### src/rtl/cache_control_l2.sv
`timescale 1ns/1ps
// cache_control_l2
// Sequencing controller for the two-way L2 cache datapath. It decides between
// a hit, a clean-miss fill and a dirty-miss write-back followed by a fill. It
// drives the datapath selects and the physical-memory strobes, and keeps
// saturating hit/miss/write-back counters.
//
// In WRITEBACK and FILL the memory strobes and selects depend only on the
// state, so they are registered together with the state. The L1 response
// (mem_resp, real_mem_resp) depends on the live request and tag match while
// in CHECK, so it is decoded combinationally. It is gated by reset so that
// every output reads 0 while reset is asserted.
module cache_control_l2 #(
  parameter int CNT_WIDTH = 16
) (
  input  logic                 clk,
  input  logic                 reset,
  input  logic                 mem_read,
  input  logic                 mem_write,
  input  logic                 hit,
  input  logic                 dirty,
  input  logic                 pmem_resp,
  input  logic                 counter_clear,
  output logic                 mem_resp,
  output logic                 pmem_read,
  output logic                 pmem_write,
  output logic                 sel_way_mux,
  output logic                 pmem_mux_sel,
  output logic                 real_mem_resp,
  output logic                 prefetch,
  output logic [CNT_WIDTH-1:0] hit_count,
  output logic [CNT_WIDTH-1:0] miss_count,
  output logic [CNT_WIDTH-1:0] wb_count
);

  typedef enum logic [1:0] {
    CHECK     = 2'd0,
    WRITEBACK = 2'd1,
    FILL      = 2'd2
  } state_t;

  localparam logic [CNT_WIDTH-1:0] CNT_ONE = {{(CNT_WIDTH-1){1'b0}}, 1'b1};

  state_t state_reg;
  logic   miss_pending_reg;
  logic   pmem_read_reg;
  logic   pmem_write_reg;
  logic   sel_way_mux_reg;
  logic   pmem_mux_sel_reg;

  logic   req;
  logic   in_check;
  logic   hit_event;
  logic   miss_event;
  logic   wb_event;
  logic [2:0] cnt_event;

  // A simultaneous read and write is treated as a write. Either one is a request.
  assign req      = mem_read | mem_write;
  assign in_check = (state_reg == CHECK);

  // Counter events. The hit that completes a previously missed request is
  // not counted as a hit.
  assign hit_event  = in_check & req & hit & ~miss_pending_reg;
  assign miss_event = in_check & req & ~hit;
  assign wb_event   = (state_reg == WRITEBACK) & pmem_resp;
  assign cnt_event  = {wb_event, miss_event, hit_event};

  // Mealy L1 response in CHECK, forced low while reset is held.
  assign mem_resp      = reset & in_check & req & hit;
  assign real_mem_resp = reset & in_check & req & hit & mem_read & ~mem_write;

  assign pmem_read    = pmem_read_reg;
  assign pmem_write   = pmem_write_reg;
  assign sel_way_mux  = sel_way_mux_reg;
  assign pmem_mux_sel = pmem_mux_sel_reg;
  assign prefetch     = 1'b0;

  // State sequencing with registered Moore strobes for the next state.
  always_ff @(posedge clk or negedge reset) begin
    if (!reset) begin
      state_reg        <= CHECK;
      miss_pending_reg <= 1'b0;
      pmem_read_reg    <= 1'b0;
      pmem_write_reg   <= 1'b0;
      sel_way_mux_reg  <= 1'b0;
      pmem_mux_sel_reg <= 1'b0;
    end else begin
      case (state_reg)
        CHECK: begin
          if (req && !hit) begin
            // Miss: evict first if the victim is dirty, otherwise fetch directly.
            miss_pending_reg <= 1'b1;
            sel_way_mux_reg  <= 1'b1;
            if (dirty) begin
              state_reg        <= WRITEBACK;
              pmem_write_reg   <= 1'b1;
              pmem_read_reg    <= 1'b0;
              pmem_mux_sel_reg <= 1'b1;
            end else begin
              state_reg        <= FILL;
              pmem_write_reg   <= 1'b0;
              pmem_read_reg    <= 1'b1;
              pmem_mux_sel_reg <= 1'b0;
            end
          end else begin
            // A completing hit or an idle cycle clears any outstanding miss.
            state_reg        <= CHECK;
            miss_pending_reg <= 1'b0;
            pmem_read_reg    <= 1'b0;
            pmem_write_reg   <= 1'b0;
            sel_way_mux_reg  <= 1'b0;
            pmem_mux_sel_reg <= 1'b0;
          end
        end
        WRITEBACK: begin
          if (pmem_resp) begin
            // Victim is written back; now fetch the requested line.
            state_reg        <= FILL;
            pmem_write_reg   <= 1'b0;
            pmem_read_reg    <= 1'b1;
            pmem_mux_sel_reg <= 1'b0;
            sel_way_mux_reg  <= 1'b1;
          end
        end
        FILL: begin
          if (pmem_resp) begin
            // Line installed in the victim way; the retry in CHECK will hit.
            state_reg        <= CHECK;
            pmem_read_reg    <= 1'b0;
            pmem_write_reg   <= 1'b0;
            sel_way_mux_reg  <= 1'b0;
            pmem_mux_sel_reg <= 1'b0;
          end
        end
        default: begin
          state_reg        <= CHECK;
          miss_pending_reg <= 1'b0;
          pmem_read_reg    <= 1'b0;
          pmem_write_reg   <= 1'b0;
          sel_way_mux_reg  <= 1'b0;
          pmem_mux_sel_reg <= 1'b0;
        end
      endcase
    end
  end

  // Three identical saturating counters: index 0 hits, 1 misses, 2 write-backs.
  genvar gi;
  generate
    for (gi = 0; gi < 3; gi++) begin : g_cnt
      logic [CNT_WIDTH-1:0] count_reg;

      // Clear has priority over a same-cycle increment; the count holds at all-ones.
      always_ff @(posedge clk or negedge reset) begin
        if (!reset) begin
          count_reg <= '0;
        end else if (counter_clear) begin
          count_reg <= '0;
        end else if (cnt_event[gi] && (count_reg != '1)) begin
          count_reg <= count_reg + CNT_ONE;
        end
      end
    end
  endgenerate

  assign hit_count  = g_cnt[0].count_reg;
  assign miss_count = g_cnt[1].count_reg;
  assign wb_count   = g_cnt[2].count_reg;

endmodule

### config.mk
export PLATFORM = sky130hd
export DESIGN_NAME = cache_control_l2
export DESIGN_NICKNAME = d
export VERILOG_FILES = /design/src/rtl/cache_control_l2.sv
export SDC_FILE = /design/constraint.sdc
export NUM_CORES = 1
export LEC_CHECK = 0
export CAP_MARGIN = 20
export CORE_AREA = 2 2 83 85
export CTS_CLUSTER_DIAMETER = 120
export DETAILED_ROUTE_END_ITERATION = 7
export DIE_AREA = 0 0 85 87
export PLACE_DENSITY_LB_ADDON = 0.15
export SLEW_MARGIN = 20
export SYNTH_ARGS = -nofsm -noshare
export SYNTH_HDL_FRONTEND = slang
export SYNTH_SLANG_ARGS = --single-unit
export TNS_END_PERCENT = 20
### constraint.sdc
create_clock -name clk -period 5 [get_ports clk]
set_input_delay 0.75 -clock clk [delete_from_list [all_inputs] [get_ports clk]]
set_output_delay 0.75 -clock clk [all_outputs]
set_load 0.03 [all_outputs]
== Word-level counts from Yosys, hierarchy flattened ==
Cells that the tools add are included.
Storage, ports and cells
  input bits: 8
  logic and storage cells: 66
  output and inout port bits: 55
  flip-flop bits (word level): 54
Operators by class
  add/subtract/negate cells: 3
  equal/unequal tests: 8
  muxes and demuxes: 22
  bitwise operators: 14
  reduce and logical (&&, ||, !) cells: 11
Operator list (number)
  2-to-1 mux 16 bit: 6
  adder 16 x 1 -> 16 bit (second input constant): 3
  != test 16 bit (second input constant): 3
  bitwise AND 1 bit: 10
  2-to-1 mux 2 bit: 4
  2-to-1 mux 1 bit: 7
  one-hot mux 1 bit (3 select lines): 2
  one-hot mux 2 bit (3 select lines): 1
  nonzero test 2 bit: 3
  logical AND 1 bit: 4
  != test 2 bit (second input constant): 2
  one-hot mux 1 bit (2 select lines): 2
  NOT 1 bit: 3
  equality test 2 x 1 -> 1 bit (second input constant): 1
  equality test 2 bit (second input constant): 1
  zero test 2 bit: 1
  != test 2 x 1 -> 1 bit (second input constant): 1
  AND reduction 2 bit: 1
  OR reduction 2 bit: 1
  zero test 1 bit: 1
  OR 1 bit: 1

== Logic depth before layout (Yosys ltp) ==
  word-level depth: 7
  gate-level depth with buffers: 7
  mapped depth without buffers: 6

== Worst setup path before layout ==
Ideal clock, no wire load.
  path type: reg2out
  start point: reg state_reg[1]
  end point: out real_mem_resp
  slack: 2289 ps
  data required time: 4250 ps
  arrival: 1961 ps
  stages on the path, launching flop included: 5
  cells stage by stage: dfrtp_1 > inv_1 > ha_1 > o21ai_0 > nor4b_1
Between the ends
  cells in the longest elaborated chain, start to end: 6
Ends and longest elaborated chain
  start: declaration: line 44  | state_t state_reg;
  start signal: assignment: line 82  | state_reg <= CHECK;
  start signal: assignment: line 96  | state_reg <= WRITEBACK;
  start signal: assignment: line 101  | state_reg <= FILL;
  zero test 2 bit: line 60  | assign in_check = (state_reg == CHECK);
  bitwise AND 1 bit (5 in a row): line 71  | assign real_mem_resp = reset & in_check & req & hit & mem_read & ~mem_write;
  end: declaration: line 29  | output logic real_mem_resp,
No other way between the ends.

== Worst setup path in the final report ==
  start point: in mem_read
  end point: out real_mem_resp
Between the ends
  cells in the longest elaborated chain, start to end: 5
Ends and longest elaborated chain
  start: declaration: line 18  | input logic mem_read,
  OR 1 bit: line 59  | assign req = mem_read | mem_write;
  bitwise AND 1 bit (2 in a row): line 71
  bitwise AND 1 bit (*) (2 in a row): line 71
Every way passes the cells marked *; elsewhere a longest branch is shown, timed or not.

==> flow_summary.ini <==
[run_status]
status = finished clean

[pwr]
ir_worst_vdd_mv = 0.197
switchingPower_mw = 0.325
p_comb_share_pct = 23.8
p_int_mw = 0.713
switching_share_pct = 31.4
power_density_nw_per_um2 = 262
power_leakage_nw = 1.51
pwr-share-seq_pct = 46.6
clkPwrFrac_pct = 29.6

[routing]
viasPerCell = 6.11
first_pass_iters = 4
post-route-drc-count = 0
drt_first_iter_violations = 177
wl_um = 7620
ant_nets = 0
wl_per_cell_um = 15.5
dr_total_vias = 3007

[timing]
period_share_pct = 64.1
setup_viol = 0
max_slew.worst_pin.slew_ns = 0.728
fmax_mhz = 312
setup-tns-final_ns = 0
clock_skew_ns = 0.00863
hold_viol = 0
rsz0062_at_grt = false
min_period_ns = 3.20
relSlewSlack_pct = 51.1
slew_violations = 0

[worst_setup_path]
critPathLaunch = mem_read
crit_required_ns = 4.25
crit_arrival_ns = 2.45
cpMostUsedCell = clkdlybuf4s50_1
cp_num_buf_inv = 2
start_kind = input port
cp_max_fo = 4
timing.rr.start = state_reg[1]
crit_chain = clkdlybuf4s50_1 -> o21ai_0 -> nor4b_1 -> clkdlybuf4s50_1
worstSetupPathType = in2out
path_delay_family = buffers and inverters
cpPeakStageDelay_ns = 0.72
crit_slowest_cell = clkdlybuf4s50_1
setup.worst_path.end_class = primary output

[clocking]
cts_setup_buffers = 0
cts_hold_buf = 0
post_cts_resized = 0
cts_buffers = 5
cts.sink_count = 53
clk_pin_slew_worst_paths_ns = 0.10
root_buffer = clkbuf_8
clock_path_buffers = 2
h-tree-depth = 2
cts_tree = done
clk_latency_ns = 0.30

[finish]
final_cells = 492
num_antenna_cells = 0
area_growth_pct = 24.0
final_util_pct = 60.3
n_fill_cell = 597
final_nets = 426
drive_gt1_share_pct = 4.37

[synth]
ys_seq_area_share_pct = 41.5
synth_cells = 356
synth_adder_area_share_pct = 2.74
muxShareOfSynthArea_pct = 4.82
synthSimpleGateAreaFrac_pct = 30.9
synth_top_flop_cell = dfrtp_1
synth_xor_area_share_pct = 0
synth_top_family_by_area = simple AND/OR/NAND/NOR gates
synth_edf_count = 0
synth_top_area_share_pct = 41.5
synthesis.area_um2 = 3200
syn_nets = 371
ys_types = 46
post-synth-top-count-cell = dfrtp_1
ys_ff_latch = 53
yosys_warnings = 0
syn_avg_cell_area_um2 = 8.98
yosysTopAreaCell = dfrtp_1
synth_compound_area_share_pct = 16.1
ys_top_cells_by_count = dfrtp_1, nand2_1, nor2_1
ys_top_cells_by_area = dfrtp_1, nand2_1, mux2_1, a21oi_1, nor2_1
synthArstFlopShare_pct = 100

[global_routing]
grt_pass1_wl_um = 12700
antenna_found_initial = 0
grt_pass1_vias = 2679
grt_util_all_layers_pct = 20.8
globalRouteOverflowTotal = 0
grt_max_degree = 55

[flow_run]
maxCapViolCount = 0

[floorplanning]
io_pins = 63
core_um2 = 6570
die_w_um = 85
num_rows = 30
start_util_pct = 48.6
die_y_um = 87
die-area_um2 = 7400

[place]
place_inst = 484
globalplace.congestion = 0.854
io_buffers = 61
dp_hpwl_um = 5260

[hold_path]
hp-class = reg2reg
min-delay-start = miss_count[4]
layout by cell type (no fill, tap or decap), types with 8 or more instances in the layout:
cell type,count
nand2_1,31
a31oi_1,8
nor3_1,12
a21oi_1,22
clkdlybuf4s50_1,60
nand4_1,14
o21ai_0,12
nor2_1,27
o31ai_1,10
nand3_1,19
nor4_1,16
nor2b_1,12
mux2_1,10
dfrtp_1,53
or4_1,11
inv_1,12
power groups by stage:
stage | Clock [mW] | Combinational (mW) | Sequential [mW]
after detailed placement | 0 | 0.246 | 0.491
after global placement | 0 | 0.241 | 0.490
after CTS | 0.316 | 0.248 | 0.483
after global routing | 0.333 | 0.270 | 0.488
final | 0.308 | 0.247 | 0.484
after floorplan | 0 | 0.116 | 0.526
per-stage QoR:
stage | total power [mW] | setup WS (ns) | hold WS, ns | area, um^2
after detailed placement | 0.737 | 1.80 | 0.526 | 3850
after floorplan | 0.642 | 2.29 | 0.454 | 3200
after global routing | 1.09 | 1.70 | 0.584 | 3960
final | 1.04 | 1.80 | 0.547 | 3960
after global placement | 0.731 | 1.82 | 0.516 | 3850
after CTS | 1.05 | 1.78 | 0.549 | 3960
metal layers:
metal | share of wire (%) | vias to the layer above | track usage, %
met2 | 48 | 67 | 32.9
met3 | 3.8 | 6 | 2.75
met4 | 0.77 | 0 | 5.63
li1 | - | 1469 | -
met1 | 48 | 1465 | 30.3
met5 | 0 | - | 0
final cells by class:
| type | count | area [um^2] | area share (%) |
|---|---|---|---|
| tap | 80 | 100 | 2.53 |
| clock buffer | 7 | 86.3 | 2.18 |
| timing repair buffer | 64 | 628 | 15.9 |
| multi-input combinational | 275 | 1750 | 44.1 |
| inverter | 12 | 45.0 | 1.14 |
| sequential | 53 | 1330 | 33.5 |
| clock inverter | 1 | 30.0 | 0.758 |
final timing paths:
check | end | slack (ns) | depth (start not counted)
max in group asynchronous | miss_pending_reg | 3.89 | 2
min in group asynchronous | hit_count[7] | 0.64 | 2
hold / removal | miss_count[4] | 0.55 | 1
setup reg to reg | hit_count[9] | 2.71 | 6
setup / recovery | real_mem_resp | 1.80 | 4
hold reg to reg | miss_count[4] | 0.55 | 1
cells by family (layout without fill, tap and decap cells):
family / count (synthesis) / count (layout)
other: 1 / 1
DFF: 53 / 53
muxes: 14 / 14
AOI/OAI and AO/OA: 79 / 79
buffers and inverters: 28 / 84
adders and majority gates: 7 / 7
and+or+nand+nor: 174 / 174
No activity file was read; power rests on OpenSTA's default activity.
==> RTL change 1, RTL diff (same flow settings) <==
Set the parameter `CNT_WIDTH` to 24 (it was 16).
--- a/src/rtl/cache_control_l2.sv
+++ b/src/rtl/cache_control_l2.sv
@@ -12,5 +12,5 @@
 // every output reads 0 while reset is asserted.
 module cache_control_l2 #(
-  parameter int CNT_WIDTH = 16
+  parameter int CNT_WIDTH = 24
 ) (
   input  logic                 clk,
Ports: changed (resized hit_count, miss_count and wb_count); port bits go from 63 to 87. No check against the original RTL was run, so the function may have changed too.
==> RTL change 1 against the unedited design <==
Worst setup slack got worse by 0.38 ns; sequential share of layout area is 2.1 points higher; design area grew 37%; total power increased by 46%; synthesized area rose by 35%; worst hold slack worse by 0.022 ns; die area did not move; wire length rose by 36%; sequential cell count is 24 higher; critical path type unchanged.
==> RTL change 1: results (changes against the unedited design) <==
Synth
  • Register area share after synthesis: 44.7% (+3.2 points)
  • Most frequent cells after synthesis: dfrtp_1 (77), nor2_1 (69), xor2_1 (34), nand4_1 (24)
  • Synth warn: 0 (unchanged)
  • Post-synth cell types: 58 (+26%)
  • Ranking of synthesized cells by area: dfrtp_1 (45%), xor2_1 (6.9%), nor2_1 (6.0%)
  • Syn_nets: 460 (+24%)
  • Avg Cell Area, Syn: 9.68 um^2 (+7.9%)
  • Post-synth ARST share: 100% (unchanged)

Clocking
  • Clock Path Buffers: 2 (unchanged)
  • H-tree Lvls: 3 (+1)
  • Post_cts resized: 0 (unchanged)
  • Root buffer selected by CTS: clkbuf_8
  • TritonCTS Buffers: 9 (+4)
  • Clk_lat worst skew: 0.35 ns (+0.05 ns)
  • Clock-pin slew on the worst setup and hold paths: 0.08 ns (-0.02 ns)
  • Setup repair bufs after CTS: 0 (unchanged)

STA
  • Final setup violating endpoints: 0 (unchanged)
  • Final Skew: 0.0131 ns (+0.00452 ns)
  • Worst Tran Pin Value: 1.04 ns (+0.308 ns)

Placed design
  • Dpl cell area: 5160 um^2 (+34%)
  • RD Place Congestion: 0.844 (-1.2%)
  • Port Buf Inserts: 85 (+39%)
  • DP Worst Slack: 1.45 ns (-0.343 ns)
  • DPL Wire Length: 6.81 mm (+29%)
  • Placed cell count: 594 (+23%)

Power and ir drop
  • Peak supply drop: 0.000199 V (+1.0%)
  • Clock power share: 39.8% (+10 points)
  • Switching power: 0.413 mW (+27%)
  • Leakage: 2.17 nW (+44%)
  • Seq pwr share: 44.1% (-2.5 points)
  • Clock network power: 0.604 mW (+96%)

Setup path
  • Worst Path Arrival: 2.83 ns (+0.38 ns)
  • Worst path max stage delay: 0.76 ns (+0.04 ns)
  • Crit path max fanout: 10 (+6)
  • Slowest library cell on the worst path: clkdlybuf4s50_1
  • Delay-heaviest family, CP: buffers and inverters

Final layout
  • Diode count: 0 (unchanged)
  • Fillers: 384 (-36%)
  • Share of post-route cells with drive strength above 1: 7.74% (+3.4 points)
  • Post-route insts no fill: 610 (+24%)
  • NumNets Final: 540 (+27%)

Status
  • Outcome: finished clean

Drt
  • Via count: 3865 (+29%)
  • Initial DRC Count: 260 (+47%)
  • DR pass1 iterations: 5 (+1)
  • Drt total wl: 10.3 mm (+36%)
  • DRC Markers: 0 (unchanged)

Global route
  • Global-route wire length before repair: 17.1 mm (+34%)
  • Largest net degree at the start of global routing: 78 (+42%)
  • Antenna violations before repair: 0 (unchanged)
  • Overall routing resource usage: 28.7% (+7.8 points)
  • Vias in the first global route: 3643 (+36%)

Hold path
  • Worst Hold Class: flop to flop
## RTL change 1: changes by cell type in the layout (fill, tap and decap cells not counted), moves of 10 or more
cell / unedited run / this run
a21oi_1: 22 / 10
clkdlybuf4s50_1: 60 / 83
dfrtp_1: 53 / 77
mux2_1: 10 / 0
nand2_1: 31 / 18
nand4_1: 14 / 24
nor2_1: 27 / 69
nor4_1: 16 / 4
o211ai_1: 0 / 13
xnor2_1: 0 / 18
xor2_1: 0 / 34
## RTL change 1: path summary, 6_finish.rpt
path	cells after the start	from	to	slack, ns
min in group asynchronous	2	reset	hit_count[9]	0.64
min	1	sel_way_mux	sel_way_mux	0.53
min reg2reg	1	sel_way_mux	sel_way_mux	0.53
max	5	hit	real_mem_resp	1.42
max reg2reg	7	state_reg[1]	wb_count[10]	2.47
max in group asynchronous	2	reset	hit_count[22]	3.72
## RTL change 1: logic make-up after synthesis
kind of cell             Yosys count  synth area share [%]
other                              1                0.0870
flip-flops                        77                  44.7
XOR/XNOR                          52                  10.6
multiplexers                       7                  1.71
buffers and inverters             29                  3.43
AND/OR/NAND/NOR                  194                  24.3
AO/OA/AOI/OAI                     78                  13.2
adder cells (fa/ha/maj)            7                  2.03
## RTL change 1: metal layers
metal,track usage [%],routed length (um)
met3,5.69,663
met5,0,0
met1,38.6,4440
met4,12.8,280
met2,45.4,4960
## RTL change 1: area by class of cell
type | count | area, um^2 | area share, %
clock inverters | 3 | 90.1 | 1.66
clock buffers | 13 | 169 | 3.11
repair buffers | 88 | 866 | 16.0
multi-input cells | 339 | 2230 | 41.2
inverters | 10 | 37.5 | 0.692
well taps | 80 | 100 | 1.85
flip-flops and latches | 77 | 1930 | 35.5
==> RTL change 2, RTL diff (same flow settings) <==
Made on the original files. Make the reset (`reset`) synchronous in 2 clocked blocks.
--- a/src/rtl/cache_control_l2.sv
+++ b/src/rtl/cache_control_l2.sv
@@ -78,5 +78,5 @@
 
   // State sequencing with registered Moore strobes for the next state.
-  always_ff @(posedge clk or negedge reset) begin
+  always_ff @(posedge clk) begin
     if (!reset) begin
       state_reg        <= CHECK;
@@ -153,5 +153,5 @@
 
       // Clear has priority over a same-cycle increment; the count holds at all-ones.
-      always_ff @(posedge clk or negedge reset) begin
+      always_ff @(posedge clk) begin
         if (!reset) begin
           count_reg <= '0;
Function: differs if reset is asserted again (counterexample within 4 cycles, from zero or initial values and one cycle with reset low); with reset held inactive, the same outputs for 10 cycles.
==> RTL change 2 against the unedited design <==
Count of clock-buffer cells in the layout is 1 lower; synthesized area is 5.8% lower; worst hold slack worse by 0.043 ns; first-iteration DRC count is 6.8% higher; sequential cell count stayed put; design area is 5.4% lower; wire length is 6.0% lower; clock skew is 0.0030 ns lower; cell count is 0.41% higher; worst setup slack worse by 0.11 ns; critical endpoint unchanged; largest cell class unchanged; highest routed layer unchanged.
Power is not compared: it rests on default switching activity, and its combinational part moved more than twofold at a synthesized area within 25%.
==> RTL change 2: results (changes against the unedited design) <==
Placed design
  • DP Worst Slack: 1.67 ns (-0.124 ns)
  • RD Place Congestion: 0.824 (-3.5%)
  • Placed cell count: 486 (+0.41%)
  • Dpl cell area: 3660 um^2 (-4.7%)

Final layout
  • Multi-input gate area: 1830 um^2 (+4.7%)
  • Reg area: 1060 um^2 (-20%)
  • Diode count: 0 (unchanged)
  • Fraction of area in registers: 28.3% (-5.2 points)
  • NonClk Buf Share: 16.9% (+1.0 points)
  • Fillers: 619 (+3.7%)
  • Post-route insts no fill: 494 (+0.41%)
  • Clk_buf instances: 6 (-1)
  • Share of post-route cells with drive strength above 1: 5.80% (+1.4 points)
  • Inverters excl. clock: 11 (-1)

STA
  • Final Skew: 0.00558 ns (-0.00304 ns)
  • Headroom to the max-slew limit: 51.8% (+0.64 points)

Status
  • Outcome: finished clean

Synth
  • Post-synth cell types: 56 (+22%)
  • Register area share after synthesis: 35.2% (-6.3 points)
  • Most frequent cells after synthesis: dfxtp_1 (53), nand2_1 (47), a21oi_1 (20), nand3_1 (19)
  • Avg Cell Area, Syn: 8.43 um^2 (-6.1%)
  • Ranking of synthesized cells by area: dfxtp_1 (35%), nand2_1 (5.9%), mux2i_1 (4.7%)
  • Post-Synth Adder-Cell Area: 2.91% (+0.17 points)
  • Post-synth ARST share: 0% (-100 points)
  • Leading register cell type out of synthesis: dfxtp_1
  • Post-synthesis mux area share: 4.66% (-0.16 points)

Setup path
  • Worst Path Arrival: 2.56 ns (+0.11 ns)

Drt
  • Drt total wl: 7.16 mm (-6.0%)
  • Met3 Wirelength: 280 um (-4.4%)
  • Vias/cell: 5.88 (-3.8%)
  • DR WL met2: 3.34 mm (-7.8%)
  • Initial DRC Count: 189 (+6.8%)
  • M1 WL: 3.46 mm (-4.8%)

Global route
  • Overall routing resource usage: 19.0% (-1.8 points)
  • Vias in the first global route: 2545 (-5.0%)
  • Global-route wire length before repair: 11.7 mm (-8.6%)
  • Largest net degree at the start of global routing: 29 (-47%)
RTL change 2: cell count changes after synthesis, moves of 5 or more:
cell      before  now
a41o_1         1    6
and4_1         3    9
dfrtp_1       53    0
dfxtp_1        0   53
mux2_1        10    0
mux2i_1        3   14
nand2_1       31   47
nand2b_1       4   14
nor2_1        27   14
nor2b_1       12    1
nor4_1        16    8
o31ai_1       10    4
RTL change 2: layer usage:
metal  track usage (%)  up-vias
li1                  -     1481
met1              24.0     1365
met2              32.7       51
met3              3.32        9
met4              6.78        0
met5                 0        -
RTL change 2: path summary, 6_finish.rpt:
path | startpoint | endpoint | slack [ns] | depth (start not counted)
max | hit | real_mem_resp | 1.69 | 4
max reg2reg | hit_count[0] | hit_count[0] | 2.99 | 6
min reg2reg | state_reg[0] | state_reg[0] | 0.50 | 2
min | state_reg[0] | state_reg[0] | 0.50 | 2
RTL change 2: worst max-delay path, cell delays in order:
cell and delay [ns]:
clkdlybuf4s50_1 0.72, nand2_1 0.12, nor4b_1 0.25, clkdlybuf4s50_1 0.71
